### src/rtl/csr_reg_bank.sv
// csr_reg_bank: accelerator-side CSR register bank.
// Terminates the CSR req/rsp handshake, holds the configuration registers,
// issues a single-cycle start pulse and tracks busy/done status.
// Address map: 0..RegCount-3 = CFG (rw), RegCount-2 = PERF (ro),
// RegCount-1 = CTRL (write: bit0 start, bit1 clear done;
// read: bit0 busy, bit1 done).
// Optional feature: define CSR_REG_BANK_PERF_EN to build the PERF busy-cycle
// counter; without it PERF reads return 0.
module csr_reg_bank #(
   parameter int RegCount     = 8,
   parameter int RegDataWidth = 32,
   parameter int RegAddrWidth = $clog2(RegCount)
) (
   input  logic                                 clk_i,
   input  logic                                 rst_i,
   input  logic [RegAddrWidth-1:0]              csr_addr_i,
   input  logic [RegDataWidth-1:0]              csr_wr_data_i,
   input  logic                                 csr_wr_en_i,
   input  logic                                 csr_req_valid_i,
   output logic                                 csr_req_ready_o,
   output logic [RegDataWidth-1:0]              csr_rd_data_o,
   output logic                                 csr_rsp_valid_o,
   input  logic                                 csr_rsp_ready_i,
   output logic [(RegCount-2)*RegDataWidth-1:0] csr_reg_set_o,
   output logic                                 acc_start_o,
   input  logic                                 acc_busy_i,
   input  logic                                 acc_done_i
);

   localparam int NumCfg = RegCount - 2;
   localparam logic [RegAddrWidth-1:0] PerfAddr = RegAddrWidth'(RegCount - 2);
   localparam logic [RegAddrWidth-1:0] CtrlAddr = RegAddrWidth'(RegCount - 1);

   typedef enum logic {
      ST_IDLE,
      ST_RSP
   } state_t;

   state_t                    state_q;
   state_t                    state_d;
   logic [RegDataWidth-1:0]   cfg_q [NumCfg];
   logic [RegDataWidth-1:0]   rd_data_q;
   logic [RegDataWidth-1:0]   rd_mux;
   logic [RegDataWidth-1:0]   perf_val;
   logic                      done_q;
   logic                      start_q;
   logic                      is_cfg;
   logic                      is_perf;
   logic                      is_ctrl;
   logic                      stall;
   logic                      accept;
   logic                      rd_accept;
   logic                      wr_accept;
   logic                      ctrl_wr;

   // Address decode; anything above CTRL decodes to nothing (reads 0, writes dropped).
   assign is_cfg  = csr_addr_i < PerfAddr;
   assign is_perf = csr_addr_i == PerfAddr;
   assign is_ctrl = csr_addr_i == CtrlAddr;

   // Configuration must not change under a running accelerator, so CFG writes
   // wait for busy to drop; reads and CTRL writes always go through.
   assign stall           = csr_wr_en_i && is_cfg && acc_busy_i;
   assign csr_req_ready_o = (state_q == ST_IDLE) && !stall;
   assign accept          = csr_req_valid_i && csr_req_ready_o;
   assign rd_accept       = accept && !csr_wr_en_i;
   assign wr_accept       = accept && csr_wr_en_i;
   assign ctrl_wr         = wr_accept && is_ctrl;

   // FSM state register.
   always_ff @(posedge clk_i or posedge rst_i) begin
      // NOTE: non-blocking assignments in clocked blocks so every register
      // samples pre-edge values regardless of statement order.
      if (rst_i) state_q <= ST_IDLE;
      else       state_q <= state_d;
   end

   // FSM next state and response-valid decode.
   always_comb begin
      // NOTE: defaults first so no path through the case leaves a signal
      // unassigned, which would infer a latch.
      state_d         = state_q;
      csr_rsp_valid_o = 1'b0;
      unique case (state_q)
         ST_IDLE: begin
            if (rd_accept) state_d = ST_RSP;
         end
         ST_RSP: begin
            csr_rsp_valid_o = 1'b1;
            if (csr_rsp_ready_i) state_d = ST_IDLE;
         end
         default: state_d = ST_IDLE;
      endcase
   end

   // Configuration registers; written on the accept edge.
   always_ff @(posedge clk_i or posedge rst_i) begin
      // NOTE: this array is reset (unlike a RAM) because it drives the
      // accelerator directly and must come up in a known configuration.
      if (rst_i) begin
         for (int k = 0; k < NumCfg; k++) cfg_q[k] <= '0;
      end else begin
         for (int k = 0; k < NumCfg; k++) begin
            if (wr_accept && csr_addr_i == RegAddrWidth'(k)) cfg_q[k] <= csr_wr_data_i;
         end
      end
   end

   // Flatten the configuration registers onto the packed output bus.
   always_comb begin
      csr_reg_set_o = '0;
      for (int k = 0; k < NumCfg; k++) begin
         csr_reg_set_o[k*RegDataWidth +: RegDataWidth] = cfg_q[k];
      end
   end

   // Start pulse: one cycle after an accepted CTRL start write while idle.
   always_ff @(posedge clk_i or posedge rst_i) begin
      if (rst_i) start_q <= 1'b0;
      else       start_q <= ctrl_wr && csr_wr_data_i[0] && !acc_busy_i;
   end

   assign acc_start_o = start_q;

   // Sticky done flag; a done pulse wins over a simultaneous clear.
   always_ff @(posedge clk_i or posedge rst_i) begin
      if (rst_i)                                   done_q <= 1'b0;
      else if (acc_done_i)                         done_q <= 1'b1;
      else if ((ctrl_wr && csr_wr_data_i[1]) || start_q) done_q <= 1'b0;
   end

`ifdef CSR_REG_BANK_PERF_EN
   logic [RegDataWidth-1:0] perf_q;

   // Busy-cycle counter: restarts on the start pulse, saturates at all-ones.
   always_ff @(posedge clk_i or posedge rst_i) begin
      if (rst_i)                       perf_q <= '0;
      else if (start_q)                perf_q <= '0;
      else if (acc_busy_i && !(&perf_q)) perf_q <= perf_q + 1'b1;
   end

   assign perf_val = perf_q;
`else
   assign perf_val = '0;
`endif

   // Read data selection for the addressed register.
   always_comb begin
      rd_mux = '0;
      for (int k = 0; k < NumCfg; k++) begin
         if (csr_addr_i == RegAddrWidth'(k)) rd_mux = cfg_q[k];
      end
      if (is_perf) rd_mux = perf_val;
      if (is_ctrl) rd_mux[1:0] = {done_q, acc_busy_i};
   end

   // Response data register; captured on read accept, held through RSP.
   always_ff @(posedge clk_i or posedge rst_i) begin
      if (rst_i)          rd_data_q <= '0;
      else if (rd_accept) rd_data_q <= rd_mux;
   end

   assign csr_rd_data_o = rd_data_q;

endmodule

### config.mk
export PLATFORM = sky130hd
export DESIGN_NAME = csr_reg_bank
export DESIGN_NICKNAME = d
export VERILOG_FILES = /design/src/rtl/csr_reg_bank.sv
export SDC_FILE = /design/constraint.sdc
export NUM_CORES = 1
export LEC_CHECK = 0
export CAP_MARGIN = 20
export CELL_PAD_IN_SITES_DETAIL_PLACEMENT = 1
export CELL_PAD_IN_SITES_GLOBAL_PLACEMENT = 1
export CORE_UTILIZATION = 35
export CTS_BUF_LIST = sky130_fd_sc_hd__clkbuf_16
export DETAILED_ROUTE_END_ITERATION = 12
export MAX_ROUTING_LAYER = met4
export PLACE_DENSITY = 0.82
export SYNTH_ARGS = -nofsm -noshare
export SYNTH_HDL_FRONTEND = slang
export SYNTH_SLANG_ARGS = --single-unit
### constraint.sdc
create_clock -name clk_i -period 7.6 [get_ports clk_i]
set_clock_uncertainty 0.1 [all_clocks]
set_input_delay 1.52 -clock clk_i [delete_from_list [all_inputs] [get_ports clk_i]]
set_output_delay 1.52 -clock clk_i [all_outputs]
set_load 0.005 [all_outputs]
==> reports/results.ini <==
[critical_path]
startpoint = csr_addr_i[1]
critPathKind = in -> out
max_stage_delay_ns = 0.54
cp_max_fo = 36
required_ns = 5.98
critPathLaunchType = primary input
path_buf_inv = 3
path_cells = buf_2 > buf_4 > nand2_1 > a31oi_1 > clkdlybuf4s50_1
cpLargestDelayFamily = buffers and inverters
regToRegStartpoint = state_q
arrival_ns = 2.94
cpMaxStageDelayCell = clkdlybuf4s50_1
cp-end-kind = output port

[synthesis]
yosys_warnings = 0
synthFlopType = dfrtp_1
syn_area_sq_um = 10100
synth_seq_area_share_pct = 56.2
avgSynthCellArea_sq_um = 14.3
synthArstFlopShare_pct = 100
synth.distinct_cells = 35
ys_top_cells_by_count = dfrtp_1, mux2_2, mux2_1, a22oi_1, o21ai_0
yosys_register_bits = 227
yosysTopAreaCellShare_pct = 56.2
synth_top_cell_by_area = dfrtp_1
synth_edf_count = 0
synth_area_leaders = dfrtp_1, mux2_2, mux2_1, a22oi_1, mux4_2
syn_nets = 747
synth.most_common_cell = dfrtp_1
synthCells = 705

[clocking]
clkTransAtPathRegs_ns = 0.06
ctsResizeCount = 0
clock_latency_ns = 0.52
clock-sinks = 227
hold_buffers = 0
cts_buffer_depth = 3
post_cts_buffers = 0
cts_tree = built
h-tree-depth = 1
cts_root_buf = clkbuf_16
cts_buffers = 26

[grt]
grt_usage_pct = 22.9
grt_pass1_wl_microns = 49800
grt_start_max_net_pins = 105
grt_pass1_vias = 8043
antenna_found_initial = 0
grt.overflow.total = 0

[drt]
vias = 7303
routed_wirelength_microns = 32300
via_per_inst = 5.36
wl_per_cell_microns = 23.7
drtPass1Iterations = 4
drt-initial-drc-count = 400
drc = 0
ant_nets = 0

[final_layout]
fin_util_pct = 49.9
diodes = 0
num-nets-final = 1006
drive_above_1_share_pct = 27.0
area_growth_pct = 38.7

[sta]
setup_ws_ns = 3.04
slew_violations = 0
holdWs_ns = 0.400
setup_tns_ns = 0
setup_viol = 0
worstMarginPinSlew_ns = 1.10
relSlewSlack_pct = 26.5
min_period_over_period_pct = 60.0
hold_viol = 0
rsz0062_at_grt = false
fmax_mhz = 219
fin_crit_ns = 4.56

[power_and_ir_drop]
finalPower_mw = 3.81
power_density_nw_per_um2 = 272
ir_drop_uv = 117
p_leak_nw = 6.04

[placement]
place_congestion = 0.803
dp_slack_ns = 3.03
dp_hpwl_microns = 21600
numPortBuffers = 268

[floorplanning]
die_w_microns = 172
start_util_pct = 36.0
die_area_sq_um = 29600
die-height_microns = 172
num_io_pins = 269
rows = 61
coreArea_sq_um = 28100

[hold_path]
hold_class = reg -> reg
hold_start = csr_rd_data_o[15]

[run_status]
status = finished, final reports clean

[job]
maxCapViolCount = 0

-- layout make-up --
cell class | instances | area (sq um)
Tap cell | 378 | 473
Multi-Input combinational cell | 425 | 4170
Clock inverter | 21 | 178
Sequential cell | 227 | 5680
Clock buffer | 27 | 676
Timing Repair Buffer | 280 | 2830
Fill cell | 2895 | 14100
Inverter | 4 | 18.8
-- path summary, 6_finish.rpt --
path	end	slack [ns]	depth (start not counted)
setup / recovery	csr_req_ready_o	3.04	5
hold / removal	csr_rd_data_o[15]	0.40	2
setup reg to reg	csr_reg_set_o[36]	4.83	5
hold reg to reg	csr_rd_data_o[15]	0.40	2
max in group asynchronous	csr_reg_set_o[66]	4.95	3
min in group asynchronous	csr_rd_data_o[20]	1.43	2
-- power by group --
group | internal (mW) | leakage (nW) | switching (mW) | total (mW)
clock | 0.743 | 0.427 | 0.505 | 1.25
sequential | 1.43 | 2.94 | 0.204 | 1.63
combinational | 0.613 | 2.68 | 0.313 | 0.926
total | 2.79 | 6.04 | 1.02 | 3.81
-- tightest hold or removal path, stage by stage (launching register included) --
cell and delay [ns]:
dfrtp_1 0.35, nand2_1 0.05, o21ai_0 0.07
-- stage by stage --
| stage | std cells | cell area (sq um) |
|---|---|---|
| 2_1_floorplan | 705 | 10100 |
| 5_1_grt | 1362 | 14000 |
| 3_3_place_gp | 1311 | 13100 |
| 6_report | 1362 | 14000 |
| 4_1_cts | 1360 | 14000 |
| 3_5_place_dp | 1312 | 13100 |
-- routing by layer --
metal	vias to the layer above	track usage [%]	wire, microns
li1	3153	-	-
met1	3858	28.8	13900
met2	239	38.3	16000
met3	53	3.89	1810
met4	0	5.66	649
met5	-	-	0
-- cell families (layout without fill, tap and decap cells) --
family / after synthesis / after routing / share of synthesized area, %
compound gates: 113 / 113 / 8.26
buf+inv: 53 / 332 / 2.81
flops: 227 / 227 / 56.2
mux: 257 / 257 / 29.5
simple gates: 55 / 55 / 3.21
-- registers in the layout, summed over array words and instances, names as in the netlist --
signal	cells
done_q	1
csr_rd_data_o	32
csr_reg_set_o	192
state_q	1
acc_start_o	1
-- cell usage in the layout (no fill, tap or decap), drive strengths merged --
master	count
or3	6
mux2	230
nor3	2
nand3	2
a22oi	32
buf	15
clkinvlp	4
clkinv	12
o22a	13
and4	1
and2	1
bufinv	3
o2111ai	6
dfrtp	227
inv	6
clkbuf	27
o221ai	16
nand2	15
o211ai	2
nand2b	4
nand4	1
mux4	10
nor3b	1
or3b	1
a31oi	2
and4bb	1
a31o	1
clkdlybuf4s50	265
nor2b	9
mux2i	17
o21ai	25
nor2	11
o21a	16
Note: power is estimated with default switching activity, not from simulation.
